## src/rtl/reorder_buffer_if.sv

```systemverilog
// rtl/reorder_buffer_if.sv - rename/writeback/retire bundle between the pipeline and the ROB
interface reorder_buffer_if #(
    parameter int TAG_W = 4
);
    logic             alloc_valid_1;
    logic             alloc_valid_2;
    logic [4:0]       alloc_rd_1;
    logic [4:0]       alloc_rd_2;
    logic             alloc_has_rd_1;
    logic             alloc_has_rd_2;
    logic [5:0]       alloc_new_preg_1;
    logic [5:0]       alloc_new_preg_2;
    logic [5:0]       alloc_old_preg_1;
    logic [5:0]       alloc_old_preg_2;
    logic             alloc_ready;
    logic [TAG_W-1:0] alloc_tag_1;
    logic [TAG_W-1:0] alloc_tag_2;

    logic             cmpl_valid_a;
    logic             cmpl_valid_b;
    logic [TAG_W-1:0] cmpl_tag_a;
    logic [TAG_W-1:0] cmpl_tag_b;
    logic             flush;

    logic             rob_commit;
    logic             rob_retire_valid;
    logic [5:0]       rob_retire_preg;
    logic [4:0]       rob_retire_rd;
    logic [TAG_W:0]   rob_count;
    logic             rob_empty;
    logic             rob_full;

    modport master (
        output alloc_valid_1, alloc_valid_2, alloc_rd_1, alloc_rd_2,
               alloc_has_rd_1, alloc_has_rd_2, alloc_new_preg_1, alloc_new_preg_2,
               alloc_old_preg_1, alloc_old_preg_2,
               cmpl_valid_a, cmpl_valid_b, cmpl_tag_a, cmpl_tag_b, flush,
        input  alloc_ready, alloc_tag_1, alloc_tag_2,
               rob_commit, rob_retire_valid, rob_retire_preg, rob_retire_rd,
               rob_count, rob_empty, rob_full
    );

    modport slave (
        input  alloc_valid_1, alloc_valid_2, alloc_rd_1, alloc_rd_2,
               alloc_has_rd_1, alloc_has_rd_2, alloc_new_preg_1, alloc_new_preg_2,
               alloc_old_preg_1, alloc_old_preg_2,
               cmpl_valid_a, cmpl_valid_b, cmpl_tag_a, cmpl_tag_b, flush,
        output alloc_ready, alloc_tag_1, alloc_tag_2,
               rob_commit, rob_retire_valid, rob_retire_preg, rob_retire_rd,
               rob_count, rob_empty, rob_full
    );
endinterface

```

## src/rtl/reorder_buffer.sv

```systemverilog
// rtl/reorder_buffer.sv - dual-allocate, dual-complete, single-retire in-order reorder buffer
module reorder_buffer #(
    parameter int DEPTH = 16,
    parameter int TAG_W = 4
) (
    input logic             clk,
    input logic             rst,
    reorder_buffer_if.slave rob
);
    localparam logic [TAG_W:0] FREE2_LIMIT = (TAG_W+1)'(DEPTH - 2);
    localparam logic [TAG_W:0] DEPTH_C     = (TAG_W+1)'(DEPTH);

    logic [DEPTH-1:0]      valid_q, valid_d;
    logic [DEPTH-1:0]      done_q, done_d;
    logic [DEPTH-1:0]      has_rd_q, has_rd_d;
    logic [DEPTH-1:0][4:0] rd_q, rd_d;
    logic [DEPTH-1:0][5:0] new_preg_q, new_preg_d;
    logic [DEPTH-1:0][5:0] old_preg_q, old_preg_d;
    logic [TAG_W-1:0]      head_q, head_d;
    logic [TAG_W-1:0]      tail_q, tail_d;
    logic [TAG_W:0]        count_q, count_d;
    logic                  commit_q, commit_d;
    logic                  ret_valid_q, ret_valid_d;
    logic [5:0]            ret_preg_q, ret_preg_d;
    logic [4:0]            ret_rd_q, ret_rd_d;

    logic                  alloc_ok;
    logic                  take_1;
    logic                  take_2;
    logic                  retire;
    logic [1:0]            n_alloc;
    logic [TAG_W-1:0]      slot2_idx;

    // Readiness looks only at registered occupancy so it never depends on this cycle's retire.
    assign alloc_ok             = (count_q <= FREE2_LIMIT);
    assign rob.alloc_ready      = alloc_ok;
    assign rob.alloc_tag_1      = tail_q;
    assign rob.alloc_tag_2      = tail_q + 1'b1;
    assign rob.rob_count        = count_q;
    assign rob.rob_empty        = (count_q == '0);
    assign rob.rob_full         = (count_q == DEPTH_C);
    assign rob.rob_commit       = commit_q;
    assign rob.rob_retire_valid = ret_valid_q;
    assign rob.rob_retire_preg  = ret_preg_q;
    assign rob.rob_retire_rd    = ret_rd_q;

    always_comb begin
        valid_d     = valid_q;
        done_d      = done_q;
        has_rd_d    = has_rd_q;
        rd_d        = rd_q;
        new_preg_d  = new_preg_q;
        old_preg_d  = old_preg_q;
        head_d      = head_q;
        tail_d      = tail_q;
        count_d     = count_q;
        commit_d    = 1'b0;
        ret_valid_d = 1'b0;
        ret_preg_d  = ret_preg_q;
        ret_rd_d    = ret_rd_q;

        take_1    = alloc_ok & rob.alloc_valid_1;
        take_2    = alloc_ok & rob.alloc_valid_2;
        n_alloc   = {1'b0, take_1} + {1'b0, take_2};
        slot2_idx = take_1 ? tail_q + 1'b1 : tail_q;
        retire    = valid_q[head_q] & done_q[head_q];

        if (rob.flush) begin
            valid_d = '0;
            done_d  = '0;
            head_d  = '0;
            tail_d  = '0;
            count_d = '0;
        end else begin
            // Completions see registered valid bits, so same-cycle allocations are not marked.
            if (rob.cmpl_valid_a && valid_q[rob.cmpl_tag_a]) begin
                done_d[rob.cmpl_tag_a] = 1'b1;
            end
            if (rob.cmpl_valid_b && valid_q[rob.cmpl_tag_b]) begin
                done_d[rob.cmpl_tag_b] = 1'b1;
            end

            if (retire) begin
                commit_d        = 1'b1;
                ret_valid_d     = has_rd_q[head_q];
                ret_preg_d      = old_preg_q[head_q];
                ret_rd_d        = rd_q[head_q];
                valid_d[head_q] = 1'b0;
                done_d[head_q]  = 1'b0;
                head_d          = head_q + 1'b1;
            end

            if (take_1) begin
                valid_d[tail_q]    = 1'b1;
                done_d[tail_q]     = 1'b0;
                has_rd_d[tail_q]   = rob.alloc_has_rd_1;
                rd_d[tail_q]       = rob.alloc_rd_1;
                new_preg_d[tail_q] = rob.alloc_new_preg_1;
                old_preg_d[tail_q] = rob.alloc_old_preg_1;
            end
            if (take_2) begin
                valid_d[slot2_idx]    = 1'b1;
                done_d[slot2_idx]     = 1'b0;
                has_rd_d[slot2_idx]   = rob.alloc_has_rd_2;
                rd_d[slot2_idx]       = rob.alloc_rd_2;
                new_preg_d[slot2_idx] = rob.alloc_new_preg_2;
                old_preg_d[slot2_idx] = rob.alloc_old_preg_2;
            end

            tail_d  = tail_q + TAG_W'(n_alloc);
            count_d = count_q + (TAG_W+1)'(n_alloc) - (TAG_W+1)'(retire);
        end
    end

    always_ff @(posedge clk or negedge rst) begin
        if (!rst) begin
            valid_q     <= '0;
            done_q      <= '0;
            has_rd_q    <= '0;
            rd_q        <= '0;
            new_preg_q  <= '0;
            old_preg_q  <= '0;
            head_q      <= '0;
            tail_q      <= '0;
            count_q     <= '0;
            commit_q    <= 1'b0;
            ret_valid_q <= 1'b0;
            ret_preg_q  <= '0;
            ret_rd_q    <= '0;
        end else begin
            valid_q     <= valid_d;
            done_q      <= done_d;
            has_rd_q    <= has_rd_d;
            rd_q        <= rd_d;
            new_preg_q  <= new_preg_d;
            old_preg_q  <= old_preg_d;
            head_q      <= head_d;
            tail_q      <= tail_d;
            count_q     <= count_d;
            commit_q    <= commit_d;
            ret_valid_q <= ret_valid_d;
            ret_preg_q  <= ret_preg_d;
            ret_rd_q    <= ret_rd_d;
        end
    end
endmodule

```

## src/flat_wrapper.sv

```systemverilog
// flat-port wrapper written by rule: the top's interface ports become plain ports
module reorder_buffer_flat 
#(
    parameter int DEPTH = 16,
    parameter int TAG_W = 4
)
  (clk, rst, rob_alloc_valid_1, rob_alloc_valid_2, rob_alloc_rd_1, rob_alloc_rd_2, rob_alloc_has_rd_1, rob_alloc_has_rd_2, rob_alloc_new_preg_1, rob_alloc_new_preg_2, rob_alloc_old_preg_1, rob_alloc_old_preg_2, rob_cmpl_valid_a, rob_cmpl_valid_b, rob_cmpl_tag_a, rob_cmpl_tag_b, rob_flush, rob_alloc_ready, rob_alloc_tag_1, rob_alloc_tag_2, rob_rob_commit, rob_rob_retire_valid, rob_rob_retire_preg, rob_rob_retire_rd, rob_rob_count, rob_rob_empty, rob_rob_full);
  reorder_buffer_if #(.TAG_W(TAG_W)) rob_i ();
  input logic clk;
  input logic rst;
  input wire logic [$bits(rob_i.alloc_valid_1)-1:0] rob_alloc_valid_1;
  input wire logic [$bits(rob_i.alloc_valid_2)-1:0] rob_alloc_valid_2;
  input wire logic [$bits(rob_i.alloc_rd_1)-1:0] rob_alloc_rd_1;
  input wire logic [$bits(rob_i.alloc_rd_2)-1:0] rob_alloc_rd_2;
  input wire logic [$bits(rob_i.alloc_has_rd_1)-1:0] rob_alloc_has_rd_1;
  input wire logic [$bits(rob_i.alloc_has_rd_2)-1:0] rob_alloc_has_rd_2;
  input wire logic [$bits(rob_i.alloc_new_preg_1)-1:0] rob_alloc_new_preg_1;
  input wire logic [$bits(rob_i.alloc_new_preg_2)-1:0] rob_alloc_new_preg_2;
  input wire logic [$bits(rob_i.alloc_old_preg_1)-1:0] rob_alloc_old_preg_1;
  input wire logic [$bits(rob_i.alloc_old_preg_2)-1:0] rob_alloc_old_preg_2;
  input wire logic [$bits(rob_i.cmpl_valid_a)-1:0] rob_cmpl_valid_a;
  input wire logic [$bits(rob_i.cmpl_valid_b)-1:0] rob_cmpl_valid_b;
  input wire logic [$bits(rob_i.cmpl_tag_a)-1:0] rob_cmpl_tag_a;
  input wire logic [$bits(rob_i.cmpl_tag_b)-1:0] rob_cmpl_tag_b;
  input wire logic [$bits(rob_i.flush)-1:0] rob_flush;
  output wire logic [$bits(rob_i.alloc_ready)-1:0] rob_alloc_ready;
  output wire logic [$bits(rob_i.alloc_tag_1)-1:0] rob_alloc_tag_1;
  output wire logic [$bits(rob_i.alloc_tag_2)-1:0] rob_alloc_tag_2;
  output wire logic [$bits(rob_i.rob_commit)-1:0] rob_rob_commit;
  output wire logic [$bits(rob_i.rob_retire_valid)-1:0] rob_rob_retire_valid;
  output wire logic [$bits(rob_i.rob_retire_preg)-1:0] rob_rob_retire_preg;
  output wire logic [$bits(rob_i.rob_retire_rd)-1:0] rob_rob_retire_rd;
  output wire logic [$bits(rob_i.rob_count)-1:0] rob_rob_count;
  output wire logic [$bits(rob_i.rob_empty)-1:0] rob_rob_empty;
  output wire logic [$bits(rob_i.rob_full)-1:0] rob_rob_full;
  assign rob_i.alloc_valid_1 = rob_alloc_valid_1;
  assign rob_i.alloc_valid_2 = rob_alloc_valid_2;
  assign rob_i.alloc_rd_1 = rob_alloc_rd_1;
  assign rob_i.alloc_rd_2 = rob_alloc_rd_2;
  assign rob_i.alloc_has_rd_1 = rob_alloc_has_rd_1;
  assign rob_i.alloc_has_rd_2 = rob_alloc_has_rd_2;
  assign rob_i.alloc_new_preg_1 = rob_alloc_new_preg_1;
  assign rob_i.alloc_new_preg_2 = rob_alloc_new_preg_2;
  assign rob_i.alloc_old_preg_1 = rob_alloc_old_preg_1;
  assign rob_i.alloc_old_preg_2 = rob_alloc_old_preg_2;
  assign rob_i.cmpl_valid_a = rob_cmpl_valid_a;
  assign rob_i.cmpl_valid_b = rob_cmpl_valid_b;
  assign rob_i.cmpl_tag_a = rob_cmpl_tag_a;
  assign rob_i.cmpl_tag_b = rob_cmpl_tag_b;
  assign rob_i.flush = rob_flush;
  assign rob_alloc_ready = rob_i.alloc_ready;
  assign rob_alloc_tag_1 = rob_i.alloc_tag_1;
  assign rob_alloc_tag_2 = rob_i.alloc_tag_2;
  assign rob_rob_commit = rob_i.rob_commit;
  assign rob_rob_retire_valid = rob_i.rob_retire_valid;
  assign rob_rob_retire_preg = rob_i.rob_retire_preg;
  assign rob_rob_retire_rd = rob_i.rob_retire_rd;
  assign rob_rob_count = rob_i.rob_count;
  assign rob_rob_empty = rob_i.rob_empty;
  assign rob_rob_full = rob_i.rob_full;
  reorder_buffer #(.DEPTH(DEPTH), .TAG_W(TAG_W)) u_core (.clk(clk), .rst(rst), .rob(rob_i));
endmodule
```

## config.mk

```make
export PLATFORM = sky130hd
export DESIGN_NAME = reorder_buffer_flat
export DESIGN_NICKNAME = d
export VERILOG_FILES = /design/src/rtl/reorder_buffer_if.sv /design/src/rtl/reorder_buffer.sv /design/src/flat_wrapper.sv
export SDC_FILE = /design/constraint.sdc
export NUM_CORES = 1
export LEC_CHECK = 0
export CAP_MARGIN = 20
export CORE_ASPECT_RATIO = 1.1
export CORE_MARGIN = 3
export CORE_UTILIZATION = 45
export DETAILED_ROUTE_END_ITERATION = 10
export GPL_ROUTABILITY_DRIVEN = 0
export MAX_ROUTING_LAYER = met4
export PLACE_DENSITY = 0.66
export SLEW_MARGIN = 20
export SYNTH_ARGS = -nofsm -noshare
export SYNTH_HDL_FRONTEND = slang
export SYNTH_SLANG_ARGS = --single-unit
export TNS_END_PERCENT = 50
```

## constraint.sdc

```tcl
create_clock -name clk -period 7.05 [get_ports clk]
set_clock_uncertainty 0.15 [all_clocks]
set_input_delay 1.7625 -clock clk [delete_from_list [all_inputs] [get_ports clk]]
set_output_delay 1.7625 -clock clk [all_outputs]
set_load 0.01 [all_outputs]
```

==> flow_summary.json, run 1 <==
{
  "drt-total-wl_mm": 52.1,
  "finalCritPeriodShare_pct": 69.2,
  "syn_area_per_cell_um2": 11.6,
  "synth_cell_type_count": 73,
  "hp-class": "reg -> reg",
  "cp.arrival_ps": 5160,
  "start_util_pct": 45.9,
  "fin_setup_tns_ps": 0,
  "relSlewSlack_pct": 20.3,
  "drt_iter0_drc": 1913,
  "grt_use_total_pct": 29.4,
  "fin_ws_ps": 2170,
  "syn-num-nets": 1353,
  "holdWs_ps": 333,
  "io_buffer_count": 67,
  "fillers": 2879,
  "postSynth.asyncResetShare_pct": 100,
  "hold_buffers": 0,
  "htree_levels": 1,
  "worstSkewPairLatency_ps": 550,
  "cts_sinks": 250,
  "grt_max_degree": 147,
  "synth.top_cell.area_share_pct": 42.0,
  "clock.fmax_mhz": 205,
  "r2r_setup_slack_ps": 2940,
  "setup_viol_count_final": 0,
  "grt_pass1_wl_mm": 78.5,
  "finalHoldViolations": 0,
  "grt_pass1_vias": 12400,
  "synth_top_cell_by_area": "dfrtp_1",
  "worstPathMaxFanout": 17,
  "path_class": "in -> reg",
  "worstMarginPinSlew_ps": 1190,
  "ys.flop_type": "dfrtp_1",
  "yosysWarnings": 0,
  "dp_slack_ps": 1740,
  "cts_resized": 0,
  "clkSlewWorstSetupHoldPaths_ps": 60,
  "antenna_found_initial": 0,
  "ys_seq_elements": 250,
  "dr_total_vias": 12600,
  "num_rows": 69,
  "cts_setup_buffers": 0,
  "final_util_pct": 51.6,
  "via_per_inst": 7.32,
  "drtPass1Iterations": 6,
  "fin_crit_ps": 4880,
  "slew_viol_final": 0,
  "cts_tree": "done",
  "die_w_um": 179,
  "synth_cells": 1280,
  "cts_root_buffer": "clkbuf_16",
  "cap_violations": 0,
  "synth-edff-count": 0,
  "status": "finished, final reports clean",
  "chipHeight_um": 197,
  "dp_hpwl_mm": 30.5,
  "leakagePower_nw": 5.84,
  "synth-seq-area-share_pct": 42.0,
  "rsz0062_at_grt": "false",
  "die_area_um2": 35300,
  "grt_overflow": 0,
  "clockBufferDepth": 3,
  "start_kind": "input pin",
  "vdd_drop_max_mv": 0.193,
  "drive_gt1_share_pct": 16.4,
  "cts_buffers": 28,
  "postRouteAntennaNets": 0,
  "core_um2": 32500,
  "post_drt_wl_per_cell_um": 30.4,
  "netlist_area_um2": 14900,
  "power_density_nw_per_um2": 275,
  "fin_nets": 1340,
  "critical_path_required_ps": 7340,
  "syn_to_final_growth_pct": 12.5,
  "drc": 0,
  "end_kind": "register",
  "synth.area.top_cells": "dfrtp_1 42%, mux4_2 10%, a221o_1 9.7%",
  "ioPinCount": 80
}
==> power breakdown <==
group | leakage [nW] | internal [W] | switching, W
clock | 0.463 | 0.000874 | 0.000642
combinational | 2.64 | 0.000569 | 0.000723
sequential | 2.74 | 0.00161 | 0.000181
total | 5.84 | 0.00305 | 0.00155
==> area by class of cell <==
class	count	area [µm²]	share of cell area [%]
antenna	1	2.50	0.0149
clock buffer	34	753	4.50
clock inverter	18	191	1.14
inverter	47	176	1.05
multi-input combinational	840	7870	47.0
sequential	250	6260	37.4
tap	426	533	3.18
timing repair buffer	100	952	5.69
==> flip-flops by register name, indices dropped and copies added, names as in the netlist <==
name,cells
u_core.done_q,16
u_core.has_rd_q,16
u_core.head_q,4
u_core.old_preg_q,96
u_core.rd_q,80
u_core.rob.alloc_tag_1,4
u_core.rob.rob_commit,1
u_core.rob.rob_count,5
u_core.rob.rob_retire_preg,6
u_core.rob.rob_retire_rd,5
u_core.rob.rob_retire_valid,1
u_core.valid_q,16
==> critical path, stage by stage <==
cell and delay [ps]:
clkdlybuf4s50_1 750, inv_1 240, a31oi_1 520, nor2_2 300
buf_4 320, a21boi_2 910, nor4b_1 320
==> through the flow <==
| stage | power [W] | cell area, µm² | instances |
|---|---|---|---|
| after global routing | 0.00477 | 16700 | 1715 |
| after detailed placement | 0.00307 | 15800 | 1663 |
| final | 0.00460 | 16700 | 1716 |
| after CTS | 0.00458 | 16700 | 1715 |
| after floorplan | 0.00260 | 14900 | 1280 |
| after global placement | 0.00305 | 15800 | 1663 |
==> synthesized netlist by cell type, types with 20 or more instances <==
cell        n
nor2_1     42
mux4_2     69
a221o_1   144
a21oi_1    60
dfrtp_1   250
buf_2      46
ha_1       20
nor2b_1    38
a32o_1     74
clkbuf_1   80
a22oi_1    20
nand2b_1   20
a22o_1     78
inv_1      44
nand2_1    36
==> placed cells by master, fill, tap and decap left out, types with 6 or more instances in the layout <==
master	instances
nor2b_1	32
mux2_2	7
and3_1	11
clkdlybuf4s50_1	65
nand2_1	36
a21oi_1	54
o21ai_1	10
nand3_1	15
o21a_1	12
nor2_2	10
a21oi_2	7
clkinv_2	9
nand2b_1	20
nor3_1	6
clkbuf_16	28
ha_1	20
and3b_1	8
o21ai_0	7
a22o_1	78
buf_4	31
a221o_1	144
o31ai_1	19
mux4_2	69
inv_1	44
a211oi_1	8
nor4b_1	11
dfrtp_1	248
nor2b_2	6
nor2_1	39
a22oi_1	20
a32o_1	74
o221a_1	10
o22a_1	14
==> logic make-up (layout without fill, tap and decap cells) <==
group	Yosys count	after routing	share of synthesized area, %
flip-flops	250	250	42.0
other	0	1	0
XOR/XNOR	7	7	0.412
adder cells (fa/ha/maj)	22	22	1.95
multiplexers	83	83	11.5
AND/OR/NAND/NOR	214	214	8.01
AO/OA/AOI/OAI	514	514	30.5
buffers and inverters	190	199	5.66
==> routing by layer <==
metal | global-route usage [%] | vias to the layer above | wire (µm) | part of all wire (%)
met5 | - | - | 0 | 0
li1 | - | 5169 | - | -
met1 | 40.0 | 6484 | 20900 | 40
met2 | 44.0 | 754 | 23700 | 45
met3 | 5.08 | 158 | 5150 | 9.9
met4 | 12.6 | 0 | 2410 | 4.6
==> worst paths after layout <==
kind,startpoint,end,cells past startpoint
setup / recovery,rob_alloc_valid_1,u_core.done_q[14]$_DFF_PN0_,7
hold / removal,u_core.rob.rob_retire_rd[0]$_DFFE_PN0P_,u_core.rob.rob_retire_rd[0]$_DFFE_PN0P_,1
setup reg to reg,u_core.rob.alloc_tag_1[0]$_DFF_PN0_,u_core.rd_q[60]$_DFFE_PN0N_,9
hold reg to reg,u_core.rob.rob_retire_rd[0]$_DFFE_PN0P_,u_core.rob.rob_retire_rd[0]$_DFFE_PN0P_,1
max in group asynchronous,rst,u_core.old_preg_q[90]$_DFFE_PN0N_,2
min in group asynchronous,rst,u_core.rd_q[28]$_DFFE_PN0N_,1
(Power assumes the default switching activity.)
==> run 2, diff against run 1 <==
Settings changed: PLACE_DENSITY 0.66 to 0.68.
Clock period 7.05 ns to 4.1 ns, I/O delays scaled along.
==> run 2 against run 1 <==
  * Utilization is 1.5 points higher
  * Clock-buffer cell count is the same
  * Worst hold slack worse by 58 ps
  * Sequential power grew 72%
  * Flip-flop and latch count unchanged
  * Cell area increased by 2.9%
  * First-iteration DRC count decreased by 8.3%
  * Critical path depth is 2 lower
  * Register-to-register slack got worse by 2600 ps
  * Non-clock buffer count is 59 higher
  * Die area is the same
  * Combinational power rose by 77%
  * Largest power group unchanged
  * Highest routed layer unchanged
==> flow_summary.json, run 2 (synthesis gave the netlist of run 1 again) <==
{
  "placed_cells": 1722,
  "antenna_found_initial": 0,
  "largest_reg_flops": 96,
  "reg.largest.list": "u_core.old_preg_q: 96 flops, u_core.rd_q: 80 flops",
  "rsz0062_at_grt": "false",
  "cp.arrival_ps": 2670,
  "dp_hpwl_mm": 33.6,
  "cts_setup_buffers": 0,
  "fin_setup_tns_ps": 0,
  "cap_violations": 0,
  "num_rows": 69,
  "slowest_stage": "dfrtp_1",
  "drt-total-wl_mm": 53.0,
  "leakagePower_nw": 6.18,
  "ioPinCount": 80,
  "fin_crit_ps": 3840,
  "htree_levels": 1,
  "grt_max_degree": 109,
  "chipHeight_um": 197,
  "finalHoldViolations": 0,
  "hold_buffers": 0,
  "n_antenna_cell": 0,
  "die_area_um2": 35300,
  "postRouteAntennaNets": 0,
  "worstPathMaxFanout": 9,
  "finalCritPeriodShare_pct": 93.7,
  "cts_root_buffer": "clkbuf_16",
  "clockBufferDepth": 3,
  "grt_pass1_wl_mm": 79.9,
  "holdWs_ps": 275,
  "io_buffer_count": 67,
  "path_class": "reg -> out",
  "status": "finished, final reports clean",
  "clock.fmax_mhz": 260,
  "hp-class": "in -> async",
  "grt_overflow": 0,
  "drive_gt1_share_pct": 19.2,
  "clkSlewWorstSetupHoldPaths_ps": 60,
  "cts_resized": 0,
  "die_w_um": 179,
  "setup_viol_count_final": 0,
  "end_kind": "output pin",
  "via_per_inst": 7.29,
  "dp_slack_ps": 211,
  "start_util_pct": 45.9,
  "drtPass1Iterations": 6,
  "fin_ws_ps": 257,
  "largest-register": "u_core.old_preg_q",
  "cts_tree": "done",
  "final_cell_mix": "248 x dfrtp_1, 144 x a221o_1, 90 x buf_4",
  "vdd_drop_max_mv": 0.431,
  "final_cells": 1773,
  "start_kind": "register",
  "fin_nets": 1399,
  "post_drt_wl_per_cell_um": 29.9,
  "critical_path_required_ps": 2920,
  "total_power_w": 0.00815,
  "grt_pass1_vias": 13000,
  "cts_buffers": 28,
  "drc": 0,
  "slowest_delay_ps": 630,
  "worstSkewPairLatency_ps": 580,
  "crit_chain": "inv_2 > ha_1 > and3_1 > a21oi_1 > clkdlybuf4s50_1",
  "power_density_nw_per_um2": 473,
  "final_common_cell": "dfrtp_1",
  "core_um2": 32500,
  "cts_sinks": 250,
  "relSlewSlack_pct": 27.0,
  "worstMarginPinSlew_ps": 1090,
  "dr_total_vias": 12900,
  "drt_iter0_drc": 1755,
  "slew_viol_final": 0,
  "grt_use_total_pct": 30.0,
  "syn_to_final_growth_pct": 15.7
}
==> run 2: routing by layer <==
layer | routed length, µm | share of wire [%] | GRT usage [%] | up-vias
met5 | 0 | 0 | - | -
met2 | 23700 | 45 | 45.2 | 897
li1 | - | - | - | 5293
met3 | 6130 | 12 | 6.50 | 165
met1 | 20800 | 39 | 40.3 | 6579
met4 | 2360 | 4.5 | 11.6 | 0
==> run 2: final timing paths <==
check,from,cells past startpoint,slack [ps],end
min in group clk,u_core.rob.rob_retire_rd[2]$_DFFE_PN0P_,1,340,u_core.rob.rob_retire_rd[2]$_DFFE_PN0P_
worst max register to register,u_core.rob.alloc_tag_1[0]$_DFF_PN0_,8,370,u_core.rd_q[74]$_DFFE_PN0N_
worst max-delay path,u_core.rob.rob_count[4]$_DFF_PN0_,5,260,rob_alloc_ready
max in group asynchronous,rst,2,2610,u_core.head_q[0]$_DFFE_PN0P_
worst min register to register,u_core.rob.rob_retire_rd[2]$_DFFE_PN0P_,1,340,u_core.rob.rob_retire_rd[2]$_DFFE_PN0P_
worst min-delay path,rst,1,280,u_core.rd_q[38]$_DFFE_PN0N_
==> run 2: where the power goes <==
group	switching, W	internal [W]
clock network	0.00112	0.00168
registers	0.000304	0.00277
logic	0.00125	0.00103
==> run 2: area by class of cell <==
class                   instances  area [µm²]
clock inverters                17         248
clock buffers                  34         783
multi-input cells             840        7830
well taps                     426         533
fillers                      2864       15200
inverters                      47         176
flip-flops and latches        250        6260
repair buffers                159        1400
==> run 2: worst max-delay path, delay by kind of cell, from the launching register on <==
family | cells | cell delay [ps]
buffers and inverters | 2 | 690
DFF | 1 | 630
AOI/OAI and AO/OA | 1 | 290
and+or+nand+nor | 1 | 280
adders and majority gates | 1 | 210
==> run 2: stage by stage <==
stage,cell area (µm²),util [%]
2_1_floorplan,14900,-
3_3_place_gp,16200,49.8
3_5_place_dp,16200,49.9
4_1_cts,17200,53.1
5_1_grt,17200,53.1
6_report,17200,53.1
==> run 3, diff against run 2 <==
Settings changed: ABC_AREA set to 1.
==> run 3 against run 2 <==
  * Flip-flop and latch count stayed put
  * Die area grew 20%
  * Synthesized cell count is 120% higher
  * Non-clock buffer count rose by 2
  * Critical path depth grew 11
  * Via count is 58% higher
  * Global-route usage up 3.8 points
  * Cell count is 85% higher
  * First-iteration DRC count grew 91%
  * Worst hold slack worse by 4.5 ps
  * Cell area is 16% higher
  * Critical path type is now reg -> reg
==> flow_summary.json, run 3 <==
{
  "status": "finished, final reports clean",
  "dp_hpwl_mm": 44.4,
  "holdWs_ps": 271,
  "drt_iter0_drc": 3358,
  "n_antenna_cell": 0,
  "dr_total_vias": 20400,
  "synth_top_cell_by_area": "dfrtp_1",
  "relSlewSlack_pct": 21.2,
  "post_drt_wl_per_cell_um": 21.9,
  "crit_buf_inv": 3,
  "final_cell_mix": "689 x nand2_1, 430 x nand3_1, 374 x nor2_1",
  "postRouteAntennaNets": 0,
  "rr_worst_depth": 16,
  "drc": 0,
  "cts_root_buffer": "clkbuf_16",
  "slew_viol_final": 0,
  "fin_crit_ps": 3710,
  "grt_max_degree": 195,
  "start_util_pct": 45.8,
  "final_common_cell": "nand2_1",
  "largest_reg_flops": 96,
  "synth-seq-area-share_pct": 34.8,
  "r2r_setup_slack_ps": 390,
  "end_kind": "register",
  "worstSkewPairLatency_ps": 600,
  "drive_gt1_share_pct": 6.76,
  "synth-edff-count": 0,
  "reg2reg_to": "u_core.rob.rob_count[4]$_DFF_PN0_",
  "worstMarginPinSlew_ps": 1180,
  "yosysMostFrequentCell": "nand2_1",
  "grt_use_total_pct": 33.8,
  "fillers": 3872,
  "cap_violations": 0,
  "slowest_delay_ps": 570,
  "core_um2": 39300,
  "netlist_area_um2": 18000,
  "clkSlewWorstSetupHoldPaths_ps": 70,
  "fin_setup_tns_ps": 0,
  "slowest_stage": "dfrtp_2",
  "die_w_um": 197,
  "grt_pass1_vias": 19600,
  "cts_buffers": 30,
  "synth.mux.area_fraction_pct": 0,
  "synth_cell_type_count": 38,
  "path_delay_family": "simple AND/OR/NAND/NOR gates",
  "chipHeight_um": 216,
  "path_class": "reg -> reg",
  "cts_sinks": 250,
  "hp-class": "in -> async",
  "reg.largest.list": "u_core.old_preg_q: 96 flops, u_core.rd_q: 80 flops",
  "synth_compound_area_share_pct": 16.8,
  "syn_area_per_cell_um2": 6.41,
  "syn-num-nets": 2878,
  "synthTopCellsByCount": "689 x nand2_1, 430 x nand3_1, 376 x nor2_1, 250 x dfrtp_1, 205 x a21oi_1",
  "die_area_um2": 42400,
  "cp.arrival_ps": 4000,
  "vdd_drop_max_mv": 0.299,
  "synth.area.top_cells": "dfrtp_1 35%, nand2_1 14%, nand3_1 12%",
  "finalHoldViolations": 0,
  "fin_nets": 2820,
  "cts_setup_buffers": 0,
  "synth.top_cell.area_share_pct": 34.8,
  "power_density_nw_per_um2": 580,
  "cts_resized": 0,
  "htree_levels": 1,
  "crit_chain": "inv_2 > nand3_1 > nand2_1 > nand2_1 > nand2_1 > nor2_1 > nor2_1 > ha_1 > inv_1 > ha_1 > inv_1 > fa_1 > nor3_1 > a211oi_1 > xor2_1 > nor2_1",
  "rsz0062_at_grt": "false",
  "postSynth.asyncResetShare_pct": 100,
  "hold_buffers": 0,
  "grt_overflow": 0,
  "grt_pass1_wl_mm": 112,
  "clockBufferDepth": 3,
  "clock.fmax_mhz": 270,
  "worstPathMaxFanout": 20,
  "multi_input_area_um2": 10100,
  "start_kind": "register",
  "synth_top_family_by_area": "simple AND/OR/NAND/NOR gates",
  "via_per_inst": 6.24,
  "synth_simple_gate_area_share_pct": 37.3,
  "ys.flop_type": "dfrtp_1",
  "synth_cells": 2805,
  "ioPinCount": 80,
  "num_rows": 76,
  "syn_to_final_growth_pct": 10.9,
  "yosysWarnings": 0,
  "finalCritPeriodShare_pct": 90.4,
  "synth-xor-area-share_pct": 0.230,
  "ys_seq_elements": 250,
  "drtPass1Iterations": 7,
  "critical_path_required_ps": 4390,
  "largest-register": "u_core.old_preg_q",
  "cts_tree": "done",
  "rr_startpoint": "u_core.head_q[1]$_DFFE_PN0P_",
  "area.sequential_um2": 6260,
  "leakagePower_nw": 9.50,
  "io_buffer_count": 67,
  "drt-total-wl_mm": 71.6,
  "synthAdderAreaFrac_pct": 1.61,
  "setup_viol_count_final": 0,
  "antenna_found_initial": 0
}
-- run 3: kinds of logic (layout without fill, tap and decap cells) --
family / count (synthesis) / after routing
AOI/OAI and AO/OA: 576 / 576
xor gates and xnor gates: 3 / 3
adders and majority gates: 22 / 22
buffers and inverters: 382 / 345
DFF: 250 / 250
and+or+nand+nor: 1572 / 1572
-- run 3: layer usage --
layer | vias to the layer above | part of all wire [%] | GRT usage, %
met3 | 317 | 13 | 6.49
met4 | 0 | 6.0 | 17.8
met5 | - | 0 | -
met2 | 1437 | 44 | 50.6
li1 | 9134 | - | -
met1 | 9548 | 38 | 43.6
-- run 3: final cells by class --
cell class / instances / share of cell area [%]
Tap cell: 507 / 3.18
Sequential cell: 250 / 31.4
Clock inverter: 7 / 0.320
Clock buffer: 46 / 4.47
Multi-Input combinational cell: 2173 / 50.6
Inverter: 131 / 2.50
Timing Repair Buffer: 161 / 7.53
-- run 3: metrics by stage --
stage | cell area, µm² | utilization, % | instances | total power [W] | setup WS [ps]
after detailed placement | 19000 | 48.3 | 3221 | 0.00874 | 387
final | 19900 | 50.8 | 3275 | 0.0116 | 393
after CTS | 19900 | 50.7 | 3274 | 0.0114 | 390
after global placement | 19000 | 48.3 | 3221 | 0.00853 | 411
after floorplan | 18000 | - | 2805 | 0.00720 | 1090
after global routing | 19900 | 50.8 | 3275 | 0.0123 | 94.5
-- run 3: report_power, final --
part | total (W) | switching, W | internal, W
logic | 0.00479 | 0.00309 | 0.00170
registers | 0.00410 | 0.000744 | 0.00336
clock network | 0.00268 | 0.00113 | 0.00154
-- run 3: worst reg2reg max path, cell delays in order (launching register included) --
cell,delay [ps]
dfrtp_2,570
inv_2,360
nand3_1,140
nand2_1,90
nand2_1,80
nand2_1,80
nor2_1,50
nor2_1,490
ha_1,350
inv_1,60
ha_1,160
inv_1,60
fa_1,460
nor3_1,200
a211oi_1,80
xor2_1,140
nor2_1,50
-- run 3: worst max path at each step --
stage,from,slack [ps],to,cells past startpoint
floorplan,u_core.head_q[1]$_DFFE_PN0P_,1090,u_core.rob.rob_count[4]$_DFF_PN0_,19
global placement,u_core.head_q[1]$_DFFE_PN0P_,410,u_core.rob.rob_count[4]$_DFF_PN0_,16
detailed placement,rob_alloc_valid_1,390,u_core.old_preg_q[43]$_DFFE_PN0N_,10
CTS,u_core.head_q[1]$_DFFE_PN0P_,390,u_core.rob.rob_count[4]$_DFF_PN0_,16
global route,u_core.head_q[1]$_DFFE_PN0P_,90,u_core.rob.rob_count[4]$_DFF_PN0_,16
finish,u_core.head_q[1]$_DFFE_PN0P_,390,u_core.rob.rob_count[4]$_DFF_PN0_,16
